**src/rtl/spi_mem_ctrl_if.sv**
```systemverilog
// Request/response and SPI pin bundle for spi_mem_ctrl.
// slave = controller side, master = control FSM plus external devices.
`timescale 1ns/1ps
interface spi_mem_ctrl_if #(
    parameter int ADDR_WIDTH     = 16,
    parameter int DATA_BUS_WIDTH = 8
);
    logic [1:0]                mem_ctrl_op;
    logic                      addr_sel;
    logic [ADDR_WIDTH-1:0]     addr;
    logic [DATA_BUS_WIDTH-1:0] data_in;
    logic [DATA_BUS_WIDTH-1:0] data_out;
    logic                      mem_op_done;
    logic                      spi_sclk;
    logic                      spi_mosi;
    logic                      spi_miso;
    logic                      spi_cs_flash_n;
    logic                      spi_cs_ram_n;

    modport slave (
        input  mem_ctrl_op, addr_sel, addr, data_in, spi_miso,
        output data_out, mem_op_done, spi_sclk, spi_mosi, spi_cs_flash_n, spi_cs_ram_n
    );

    modport master (
        output mem_ctrl_op, addr_sel, addr, data_in, spi_miso,
        input  data_out, mem_op_done, spi_sclk, spi_mosi, spi_cs_flash_n, spi_cs_ram_n
    );
endinterface

```
**src/rtl/spi_mem_ctrl.sv**
```systemverilog
// SPI mode-0 memory controller: one read/write frame on flash (PC) or RAM (MAR)
// per request, with a single-cycle done pulse.
`timescale 1ns/1ps
module spi_mem_ctrl #(
    parameter int ADDR_WIDTH     = 16,
    parameter int DATA_BUS_WIDTH = 8
) (
    input logic          clock,
    input logic          reset,
    spi_mem_ctrl_if.slave bus
);
    localparam int N  = 8 + ADDR_WIDTH + DATA_BUS_WIDTH;
    localparam int CW = $clog2(2 * N);

    typedef enum logic [1:0] {IDLE, SHIFT, DONE} state_t;
    typedef enum logic [1:0] {MEM_NOP = 2'd0, MEM_READ = 2'd1, MEM_WRITE = 2'd2} op_t;

    state_t                    state, state_nx;
    logic [CW-1:0]             cnt, cnt_nx;
    logic [N-1:0]              frame, frame_nx;
    logic [DATA_BUS_WIDTH-1:0] rx, rx_nx;
    logic [DATA_BUS_WIDTH-1:0] dout, dout_nx;
    logic                      is_read, is_read_nx;
    logic                      sel, sel_nx;
    logic                      sclk, sclk_nx;
    logic                      cs_flash_n, cs_flash_n_nx;
    logic                      cs_ram_n, cs_ram_n_nx;
    logic                      done, done_nx;

    always_ff @(posedge clock or negedge reset) begin
        if (!reset) begin
            state      <= IDLE;
            cnt        <= '0;
            frame      <= '0;
            rx         <= '0;
            dout       <= '0;
            is_read    <= 1'b0;
            sel        <= 1'b0;
            sclk       <= 1'b0;
            cs_flash_n <= 1'b1;
            cs_ram_n   <= 1'b1;
            done       <= 1'b0;
        end else begin
            state      <= state_nx;
            cnt        <= cnt_nx;
            frame      <= frame_nx;
            rx         <= rx_nx;
            dout       <= dout_nx;
            is_read    <= is_read_nx;
            sel        <= sel_nx;
            sclk       <= sclk_nx;
            cs_flash_n <= cs_flash_n_nx;
            cs_ram_n   <= cs_ram_n_nx;
            done       <= done_nx;
        end
    end

    always_comb begin
        state_nx      = state;
        cnt_nx        = cnt;
        frame_nx      = frame;
        rx_nx         = rx;
        dout_nx       = dout;
        is_read_nx    = is_read;
        sel_nx        = sel;
        sclk_nx       = 1'b0;
        cs_flash_n_nx = 1'b1;
        cs_ram_n_nx   = 1'b1;
        done_nx       = 1'b0;

        unique case (state)
            IDLE: begin
                if (bus.mem_ctrl_op == MEM_READ || bus.mem_ctrl_op == MEM_WRITE) begin
                    is_read_nx = (bus.mem_ctrl_op == MEM_READ);
                    sel_nx     = bus.addr_sel;
                    if (bus.mem_ctrl_op == MEM_WRITE && !bus.addr_sel) begin
                        // Flash is read-only: acknowledge without touching the bus.
                        state_nx = DONE;
                        done_nx  = 1'b1;
                    end else begin
                        state_nx      = SHIFT;
                        cnt_nx        = '0;
                        frame_nx      = {(bus.mem_ctrl_op == MEM_READ) ? 8'h03 : 8'h02,
                                         bus.addr,
                                         (bus.mem_ctrl_op == MEM_READ) ? '0 : bus.data_in};
                        cs_flash_n_nx = bus.addr_sel;
                        cs_ram_n_nx   = !bus.addr_sel;
                    end
                end
            end
            SHIFT: begin
                cs_flash_n_nx = sel;
                cs_ram_n_nx   = !sel;
                cnt_nx        = cnt + CW'(1);
                if (!cnt[0]) begin
                    // Edge that raises sclk is also the MISO sample point.
                    sclk_nx = 1'b1;
                    rx_nx   = {rx[DATA_BUS_WIDTH-2:0], bus.spi_miso};
                end else if (cnt == CW'(2 * N - 1)) begin
                    state_nx      = DONE;
                    cnt_nx        = '0;
                    frame_nx      = '0;
                    cs_flash_n_nx = 1'b1;
                    cs_ram_n_nx   = 1'b1;
                    done_nx       = 1'b1;
                    if (is_read)
                        dout_nx = rx;
                end else begin
                    frame_nx = {frame[N-2:0], 1'b0};
                end
            end
            DONE: begin
                state_nx = IDLE;
            end
            default: begin
                state_nx = IDLE;
            end
        endcase
    end

    // MOSI is the frame register MSB, so it only moves on low-phase entries.
    assign bus.spi_mosi       = frame[N-1];
    assign bus.spi_sclk       = sclk;
    assign bus.spi_cs_flash_n = cs_flash_n;
    assign bus.spi_cs_ram_n   = cs_ram_n;
    assign bus.mem_op_done    = done;
    assign bus.data_out       = dout;
endmodule

```
**src/flat_wrapper.sv**
```systemverilog
// flat-port wrapper written by rule: the top's interface ports become plain ports
module spi_mem_ctrl_flat 
#(
    parameter int ADDR_WIDTH     = 16,
    parameter int DATA_BUS_WIDTH = 8
)
  (clock, reset, bus_mem_ctrl_op, bus_addr_sel, bus_addr, bus_data_in, bus_spi_miso, bus_data_out, bus_mem_op_done, bus_spi_sclk, bus_spi_mosi, bus_spi_cs_flash_n, bus_spi_cs_ram_n);
  spi_mem_ctrl_if #(.ADDR_WIDTH(ADDR_WIDTH), .DATA_BUS_WIDTH(DATA_BUS_WIDTH)) bus_i ();
  input logic clock;
  input logic reset;
  input wire logic [$bits(bus_i.mem_ctrl_op)-1:0] bus_mem_ctrl_op;
  input wire logic [$bits(bus_i.addr_sel)-1:0] bus_addr_sel;
  input wire logic [$bits(bus_i.addr)-1:0] bus_addr;
  input wire logic [$bits(bus_i.data_in)-1:0] bus_data_in;
  input wire logic [$bits(bus_i.spi_miso)-1:0] bus_spi_miso;
  output wire logic [$bits(bus_i.data_out)-1:0] bus_data_out;
  output wire logic [$bits(bus_i.mem_op_done)-1:0] bus_mem_op_done;
  output wire logic [$bits(bus_i.spi_sclk)-1:0] bus_spi_sclk;
  output wire logic [$bits(bus_i.spi_mosi)-1:0] bus_spi_mosi;
  output wire logic [$bits(bus_i.spi_cs_flash_n)-1:0] bus_spi_cs_flash_n;
  output wire logic [$bits(bus_i.spi_cs_ram_n)-1:0] bus_spi_cs_ram_n;
  assign bus_i.mem_ctrl_op = bus_mem_ctrl_op;
  assign bus_i.addr_sel = bus_addr_sel;
  assign bus_i.addr = bus_addr;
  assign bus_i.data_in = bus_data_in;
  assign bus_i.spi_miso = bus_spi_miso;
  assign bus_data_out = bus_i.data_out;
  assign bus_mem_op_done = bus_i.mem_op_done;
  assign bus_spi_sclk = bus_i.spi_sclk;
  assign bus_spi_mosi = bus_i.spi_mosi;
  assign bus_spi_cs_flash_n = bus_i.spi_cs_flash_n;
  assign bus_spi_cs_ram_n = bus_i.spi_cs_ram_n;
  spi_mem_ctrl #(.ADDR_WIDTH(ADDR_WIDTH), .DATA_BUS_WIDTH(DATA_BUS_WIDTH)) u_core (.clock(clock), .reset(reset), .bus(bus_i));
endmodule
```
**config.mk**
```make
export PLATFORM = sky130hd
export DESIGN_NAME = spi_mem_ctrl_flat
export DESIGN_NICKNAME = d
export VERILOG_FILES = /design/src/rtl/spi_mem_ctrl_if.sv /design/src/rtl/spi_mem_ctrl.sv /design/src/flat_wrapper.sv
export SDC_FILE = /design/constraint.sdc
export NUM_CORES = 1
export LEC_CHECK = 0
export CORE_MARGIN = 1
export CORE_UTILIZATION = 35
export DETAILED_ROUTE_END_ITERATION = 8
export SLEW_MARGIN = 20
export SYNTH_ARGS = -nofsm -noshare
export SYNTH_HDL_FRONTEND = slang
export SYNTH_SLANG_ARGS = --single-unit
```
**constraint.sdc**
```tcl
create_clock -name clock -period 4.65 [get_ports clock]
set_input_delay 1.395 -clock clock [delete_from_list [all_inputs] [get_ports clock]]
set_output_delay 1.395 -clock clock [all_outputs]
set_load 0.05 [all_outputs]
```
==> results of run 1 <==
==> worst max-delay path, cell delays in order <==
cell	delay, ns
clkdlybuf4s50_1	0.48
inv_1	0.05
ha_1	0.38
nor2_8	0.17
a22oi_4	0.07
or2_1	0.40
a221o_1	0.41
==> cell families (layout without fill, tap and decap cells) <==
logic type,count (synthesis),after routing,share of synthesized area [%]
flip-flops,62,62,55.2
XOR/XNOR,1,1,0.311
multiplexers,35,35,14.0
AND/OR/NAND/NOR,67,67,12.4
adder cells (fa/ha/maj),3,3,1.33
AO/OA/AOI/OAI,48,48,12.8
buffers and inverters,16,65,3.91
==> metrics by stage <==
stage	util (%)	instance area [um^2]	total power, mW
floorplan	-	2810	1.66
global placement	42.3	3290	1.81
global route	44.8	3480	2.44
finish	44.8	3480	2.27
detailed placement	42.3	3290	1.84
CTS	44.8	3480	2.31
==> cell type report <==
type / instances / area share [%]
flip-flops and latches: 62 / 44.7
multi-input cells: 154 / 33.1
repair buffers: 46 / 12.8
clock buffers: 10 / 3.67
well taps: 102 / 3.67
clock inverters: 6 / 1.80
inverters: 3 / 0.324
==> cells in the mapped netlist (all sizes together) (2+ instances only) <==
| master | count |
|---|---|
| inv | 3 |
| mux2 | 35 |
| clkbuf | 4 |
| a21oi | 4 |
| nand2b | 3 |
| nor2b | 2 |
| and3 | 7 |
| and2 | 2 |
| a221o | 7 |
| dfrtp | 60 |
| or2 | 2 |
| ha | 3 |
| dfstp | 2 |
| nor2 | 10 |
| a22o | 14 |
| nand2 | 28 |
| nand4 | 3 |
| a22oi | 2 |
| buf | 9 |
| nand3 | 5 |
| a21o | 2 |
| o21ai | 16 |
==> power by group <==
group	switching (mW)	internal, mW	leakage [nW]
Sequential	0.150	0.766	0.785
Combinational	0.435	0.463	0.694
Clock	0.214	0.246	0.0883
Total	0.800	1.47	1.57
==> per-layer routing <==
layer  up-vias  track usage, %
met5         -               0
met4         0            4.76
met3         2            5.22
met2        45            22.4
met1       951            20.1
li1        923               -
==> how the worst min path moves through the flow <==
stage,slack (ns),startpoint,end
after CTS,0.50,u_core.frame[26]$_DFFE_PN0P_,u_core.frame[27]$_DFFE_PN0P_
after floorplan,0.47,u_core.frame[26]$_DFFE_PN0P_,u_core.frame[27]$_DFFE_PN0P_
after detailed placement,0.49,u_core.frame[25]$_DFFE_PN0P_,u_core.frame[26]$_DFFE_PN0P_
after global placement,0.48,u_core.frame[27]$_DFFE_PN0P_,u_core.frame[28]$_DFFE_PN0P_
final,0.50,u_core.frame[26]$_DFFE_PN0P_,u_core.frame[27]$_DFFE_PN0P_
after global routing,0.50,u_core.frame[26]$_DFFE_PN0P_,u_core.frame[27]$_DFFE_PN0P_
==> sequential cells by signal, summed over array words and instances (netlist names) <==
register / flops
u_core.frame: 32
u_core.bus.data_out: 8
u_core.rx: 8
u_core.cnt: 6
u_core.state: 2
u_core.bus.mem_op_done: 1
u_core.bus.spi_cs_flash_n: 1
u_core.bus.spi_cs_ram_n: 1
u_core.bus.spi_sclk: 1
u_core.is_read: 1
u_core.sel: 1
==> flow_summary.yaml, run 1 <==
run_status:
  status: "finished clean"
logic_synthesis:
  yosys_warnings: 0
  ys_ff_latch: 62
  synth_area_per_cell_um2: 12.1
  synth_top_cell_by_area: "dfrtp_1"
  synth_edf_count: 0
  synthArstFlopShare_pct: 100
  ys.flop_type: "dfrtp_1"
  yosysSeqAreaShare_pct: 55.2
  yosys-top-cells-area: "dfrtp_1 53%, mux2_2 14%, a22o_1 4.4%, nand2_1 3.7%, o21ai_0 2.8%"
  synth_top_cell_area_share_pct: 53.4
  netlist_instances: 232
  yosysUniqueCellTypes: 41
  syn_area_mm2: 0.00281
  synth_nets: 265
timing:
  fin_ws_ns: 1.50
  worst_pin_slew_ns: 0.826
  holdWs_ns: 0.497
  fin_tns_setup_ns: 0
  period_minus_slack_ns: 3.15
  setup_viol: 0
  max_freq_mhz: 317
  slew_headroom_pct: 44.9
  hold_viol: 0
  min_period_over_period_pct: 67.8
  rsz0062_at_grt: "false"
  maxSlewViolCount: 0
  fin_skew_ns: 0.00774
floorplanning:
  die_area_mm2: 0.00840
  rows: 32
  fp.dieH_um: 91.7
  fp.dieW_um: 91.7
  core_region_area_mm2: 0.00777
  start_util_pct: 36.2
  ios: 43
route:
  drc: 0
  top_layer_used: "met4"
  wl_met2_mm: 2.50
  routedWlPerCell_um: 14.5
  ant_nets: 0
  drt_pass1_iterations: 4
  wl_met1_mm: 2.74
  dr.first_iter.drc_count: 104
  wl_met3_um: 305
  viasPerCell: 5.02
  drt-total-wl_mm: 5.57
  vias: 1921
placement:
  gp_congestion: 0.756
  portBuffers: 42
  dp_hpwl_mm: 3.70
  pre_cts_ws_ns: 1.14
  dp_cells: 367
worst_setup_path:
  startpoint_type: "input pin"
  arrival_ns: 3.37
  r2r-end: "u_core.frame[22]$_DFFE_PN0P_"
  rr_worst_depth: 5
  critical_path_class: "in2reg"
  worst-path-max-fanout: 14
  reg2reg_slack_ns: 2.25
  cp_data_required_time_ns: 4.86
  reg2reg_from: "u_core.cnt[0]$_DFFE_PN0P_"
  endpoint_kind: "register"
  critPathCapture: "u_core.frame[22]$_DFFE_PN0P_"
  cp-startpoint: "bus_mem_ctrl_op[0]"
cells_and_area:
  diodes: 0
  drive_above_1_share_pct: 22.4
  fillers: 771
  multi_input_area_mm2: 0.00115
  seq_area_mm2: 0.00155
  syn2layout_area_growth_pct: 23.6
  final_common_cell: "dfrtp_1"
  mostFrequentLayoutCells: "60 x dfrtp_1, 41 x clkdlybuf4s50_1, 35 x mux2_2"
  finalNonFillerCells: 383
  fin_nets: 309
cts:
  cts_root_buf: "clkbuf_8"
  clock_latency_ns: 0.33
  htree_levels: 3
  cts_tree: "built"
  cts_hold_buf: 0
  cts_resized: 0
  cts_made_buffers: 9
  cts_sinks: 62
  clockBufferDepth: 2
  clkTransAtPathRegs_ns: 0.07
  post-cts-setup-buffer-count: 0
pwr:
  p_leak_nw: 1.57
  powerDensity_mw_per_mm2: 654
  vdd_drop_max_mv: 0.310
global_route:
  grt_pass1_wl_mm: 9.80
  grt_max_degree: 39
  antenna_found_initial: 0
  grt_pass1_vias: 2003
  globalRouteOverflowTotal: 0
  grt_usage_pct: 14.9
flow_run:
  cap_violations: 0
min_path:
  hold_class: "reg2reg"
  hold_depth: 1
No activity file was read; power rests on OpenSTA's default activity.
==> run 2, diff against run 1 <==
clock period = 2.9 ns   (was 4.65 ns; I/O delays follow)
==> run 2 against run 1 <==
Effect of this change: final cell count grew 2.1%; worst hold slack lost 0.014 ns; wire length is essentially flat; sequential cell count is the same; clock power grew 110%; highest routed layer unchanged; non-clock buffer count grew 9; largest power group is now combinational cells; global-route usage grew 0.15 points; design area grew 4.9%; largest cell class unchanged; first-iteration DRC count shrank 38%.
==> flow_summary.yaml, run 2 (synthesized netlist as in run 1, its figures left out) <==
placement:
  dp_hpwl_mm: 3.80
  place_area_mm2: 0.00339
  gp_congestion: 0.753
  portBuffers: 42
route:
  drt_pass1_iterations: 4
  drc: 0
  ant_nets: 0
  dr.first_iter.drc_count: 64
  drt-total-wl_mm: 5.57
  routedWlPerCell_um: 14.2
  vias: 1940
  viasPerCell: 4.96
timing:
  fin_skew_ns: 0.00699
  holdWs_ns: 0.483
  hold_viol: 0
  slew_headroom_pct: 43.6
  max_freq_mhz: 391
  period_minus_slack_ns: 2.56
  rsz0062_at_grt: "false"
  setup_viol: 0
  min_period_over_period_pct: 88.1
  maxSlewViolCount: 0
  worst_pin_slew_ns: 0.842
cells_and_area:
  diodes: 0
  stdcell_area_mm2: 0.00365
  regMostFlops: "u_core.frame"
  fin_nets: 318
  final_common_cell: "dfrtp_1"
  largest_reg_flops: 32
  mostFrequentLayoutCells: "60 x dfrtp_1, 41 x clkdlybuf4s50_1, 35 x mux2_2"
  syn2layout_area_growth_pct: 29.7
  drive_above_1_share_pct: 24.9
worst_setup_path:
  rr_worst_depth: 4
  crit_cells: 8
  endpoint_kind: "register"
  critical_path_class: "in2reg"
  startpoint_type: "input pin"
  reg2reg_from: "u_core.state[0]$_DFFE_PN0P_"
  r2r-end: "u_core.frame[22]$_DFFE_PN0P_"
  cpPeakStageDelay_ns: 0.48
  crit_chain: "clkdlybuf4s50_1 > inv_1 > ha_1 > nor2_8 > a22oi_4 > or2_1 > buf_12 > a22o_1"
  reg2reg_slack_ns: 0.67
  worst-path-max-fanout: 8
  arrival_ns: 2.77
  critPathBufInv: 3
  cp_data_required_time_ns: 3.12
  critPathTopFamily: "buffers and inverters"
  crit_slowest_cell: "clkdlybuf4s50_1"
cts:
  cts_sinks: 62
  cts_hold_buf: 0
  post-cts-setup-buffer-count: 0
  cts_resized: 0
  cts_made_buffers: 9
  cts_root_buf: "clkbuf_8"
  clock_latency_ns: 0.34
  htree_levels: 3
  clkTransAtPathRegs_ns: 0.07
  clockBufferDepth: 2
  cts_tree: "built"
pwr:
  vdd_drop_max_mv: 0.561
  p_leak_nw: 1.67
  powerDensity_mw_per_mm2: 1100
global_route:
  grt_pass1_wl_mm: 9.73
  grt_pass1_vias: 2025
  grt_max_degree: 41
  grt_usage_pct: 15.1
  globalRouteOverflowTotal: 0
  antenna_found_initial: 0
floorplanning:
  core_region_area_mm2: 0.00777
  fp.dieH_um: 91.7
  die_area_mm2: 0.00840
  ios: 43
  start_util_pct: 36.2
  fp.dieW_um: 91.7
  rows: 32
min_path:
  holdPathEnd: "u_core.frame[26]$_DFFE_PN0P_"
  hold_class: "reg2reg"
  min-delay-start: "u_core.frame[25]$_DFFE_PN0P_"
  hold_depth: 1
run_status:
  status: "finished clean"
flow_run:
  cap_violations: 0
==> run 2: layout make-up <==
| cell class | instances | area [um^2] |
|---|---|---|
| sequential | 62 | 1550 |
| fill | 749 | 4120 |
| tap | 102 | 128 |
| clock inverter | 3 | 90.1 |
| timing repair buffer | 55 | 551 |
| clock buffer | 12 | 165 |
| inverter | 3 | 11.3 |
| multi-input combinational | 154 | 1150 |
==> run 2: worst max-delay path by stage <==
stage	from	end	slack (ns)
after floorplan	bus_mem_ctrl_op[0]	u_core.frame[10]$_DFFE_PN0P_	0.46
after global placement	bus_mem_ctrl_op[0]	u_core.frame[31]$_DFFE_PN0P_	0.04
after detailed placement	bus_mem_ctrl_op[0]	u_core.frame[27]$_DFFE_PN0P_	-0.002
after CTS	bus_mem_ctrl_op[0]	u_core.frame[27]$_DFFE_PN0P_	0.35
after global routing	bus_mem_ctrl_op[0]	u_core.frame[27]$_DFFE_PN0P_	0.27
final	bus_mem_ctrl_op[0]	u_core.frame[27]$_DFFE_PN0P_	0.34
==> run 2: worst register-to-register path, stage by stage, from the launching register on <==
cell	delay (ns)
dfrtp_1	0.64
nor2b_1	0.45
nand2_1	0.13
nor2_1	0.66
a221o_1	0.28
==> run 2: per-stage QoR <==
step	utilization, %	TNS [ns]	setup WS [ns]	total power, mW	cells
4_1_cts	47.0	0	0.349	4.06	391
3_5_place_dp	43.7	-0.00181	-0.00181	3.07	376
3_3_place_gp	43.7	0	0.0384	3.02	376
5_1_grt	47.0	0	0.265	4.28	391
6_report	47.0	0	0.345	4.00	391
2_1_floorplan	-	0	0.459	2.66	232
==> run 2: per-layer routing <==
metal	routed length, um	track usage (%)	part of all wire, %	up-vias
met5	0	0	0	-
li1	-	-	-	941
met1	2680	19.2	48	950
met4	69	5.56	1.2	0
met3	316	5.22	5.7	10
met2	2500	23.6	45	39
==> run 2: report_power, final <==
group,switching (mW),leakage (nW),internal [mW],total (mW)
clock network,0.330,0.129,0.637,0.967
registers,0.224,0.785,1.23,1.45
logic,0.735,0.753,0.847,1.58
total,1.29,1.67,2.71,4.00
==> run 3, diff against run 2 <==
CAP_MARGIN = 20   (was not set)
clock period = 2.8 ns   (was 2.9 ns; I/O delays follow)
==> run 3 against run 2 <==
Effect of this change: clock power fell by 21%; combinational power rose by 4%; critical path depth did not move; sequential share of layout area rose by 0.82 points; count of clock-buffer cells in the layout fell by 1; sequential cell count did not move; sequential power rose by 4%; global-route usage rose by 0.34 points; power fell by 2.1%; setup slack got worse by 0.047 ns; critical path type unchanged; highest routed layer unchanged.
==> flow_summary.yaml, run 3 (synthesized netlist as in run 1, its figures left out) <==
cells_and_area:
  fin_util_pct: 46.1
  finalNonFillerCells: 393
  largest_reg_flops: 32
  diodes: 0
  fin_nets: 319
  regMostFlops: "u_core.frame"
  syn2layout_area_growth_pct: 27.2
  mostFrequentLayoutCells: "60 x dfrtp_1, 41 x clkdlybuf4s50_1, 35 x mux2_2"
  drive_above_1_share_pct: 24.7
  final_common_cell: "dfrtp_1"
global_route:
  globalRouteOverflowTotal: 0
  grt_pass1_vias: 2015
  grt_usage_pct: 15.4
  grt_pass1_wl_mm: 9.95
  antenna_found_initial: 0
  grt_max_degree: 27
timing:
  period_minus_slack_ns: 2.50
  rsz0062_at_grt: "false"
  hold_viol: 0
  max_freq_mhz: 400
  fin_ws_ns: 0.297
  maxSlewViolCount: 0
  fin_skew_ns: 0.0107
  setup_viol: 0
  worst_pin_slew_ns: 0.821
  min_period_over_period_pct: 89.4
  slew_headroom_pct: 45.1
  holdWs_ns: 0.493
route:
  ant_nets: 0
  routedWlPerCell_um: 14.6
  drt-total-wl_mm: 5.74
  drc: 0
  viasPerCell: 4.96
  vias: 1950
  drt_pass1_iterations: 5
  dr.first_iter.drc_count: 65
cts:
  cts_made_buffers: 9
  htree_levels: 3
  cts_resized: 0
  cts_hold_buf: 0
  clkTransAtPathRegs_ns: 0.07
  cts_tree: "built"
  clock_latency_ns: 0.33
  cts_root_buf: "clkbuf_8"
  post-cts-setup-buffer-count: 0
  clockBufferDepth: 2
  cts_sinks: 62
worst_setup_path:
  crit_slowest_cell: "clkdlybuf4s50_1"
  critical_path_class: "in2reg"
  crit_chain: "clkdlybuf4s50_1 > inv_1 > ha_1 > nor2_8 > a22oi_4 > or2_1 > buf_12 > a22o_1"
  rr_worst_depth: 4
  cpPeakStageDelay_ns: 0.48
  startpoint_type: "input pin"
  worst-path-max-fanout: 8
  arrival_ns: 2.72
  cp_data_required_time_ns: 3.02
  endpoint_kind: "register"
pwr:
  power_mw: 3.92
  vdd_drop_max_mv: 0.545
  powerDensity_mw_per_mm2: 1090
  p_leak_nw: 1.63
min_path:
  hold_class: "reg2reg"
  hold_depth: 1
flow_run:
  cap_violations: 0
floorplanning:
  core_region_area_mm2: 0.00777
  fp.dieW_um: 91.7
  die_area_mm2: 0.00840
  fp.dieH_um: 91.7
  ios: 43
  start_util_pct: 36.2
  rows: 32
placement:
  portBuffers: 42
  gp_congestion: 0.761
  dp_cells: 377
  pre_cts_ws_ns: -0.0516
  dp_hpwl_mm: 3.87
run_status:
  status: "finished clean"
==> run 3: cell count changes in the layout (fill, tap and decap cells not counted) <==
cell        change
buf_12          -1
buf_4           +2
clkinvlp_4      +1
clkinv_4        +2
clkbuf_1        +2
clkbuf_8        -3
bufinv_16       -2
clkinv_2        +1
==> run 3: worst max-delay path: cells and delay by family <==
family	cells	cell delay, ns
AND/OR/NAND/NOR	2	0.51
AO/OA/AOI/OAI	2	0.29
buffers and inverters	3	0.70
adder cells (fa/ha/maj)	1	0.38
==> run 3: area by class of cell <==
cell class / count / area [um^2]
fillers: 774 / 4190
clock buffers: 11 / 131
well taps: 102 / 128
multi-input cells: 154 / 1150
repair buffers: 56 / 546
clock inverters: 5 / 60.1
inverters: 3 / 11.3
flip-flops and latches: 62 / 1550
==> run 3: power breakdown <==
part           switching [mW]  internal [mW]
clock                   0.353          0.413
combinational           0.768          0.876
sequential              0.236           1.27
total                    1.36           2.56
==> run 3: path summary, 6_finish.rpt <==
check                                                to                         start  slack [ns]
max                        u_core.frame[30]$_DFFE_PN0P_            bus_mem_ctrl_op[0]        0.30
min                        u_core.frame[31]$_DFFE_PN0P_  u_core.frame[30]$_DFFE_PN0P_        0.49
max reg2reg                u_core.frame[18]$_DFFE_PN0P_   u_core.state[0]$_DFFE_PN0P_        0.54
min reg2reg                u_core.frame[31]$_DFFE_PN0P_  u_core.frame[30]$_DFFE_PN0P_        0.49
max in group asynchronous     u_core.cnt[3]$_DFFE_PN0P_                         reset        1.61
min in group asynchronous     u_core.cnt[5]$_DFFE_PN0P_                         reset        0.50
==> run 3: metrics by stage <==
step,setup TNS [ns],cell area (um^2)
4_1_cts,0,3580
3_3_place_gp,-0.268,3390
2_1_floorplan,0,2810
5_1_grt,0,3580
3_5_place_dp,-0.466,3390
6_report,0,3580
==> run 3: routing by layer <==
layer / vias up / track usage [%] / share of wire [%]
li1: 939 / - / -
met1: 954 / 21.2 / 48
met2: 48 / 22.7 / 45
met3: 9 / 4.64 / 5.6
met4: 0 / 5.95 / 1.6
met5: - / 0 / 0
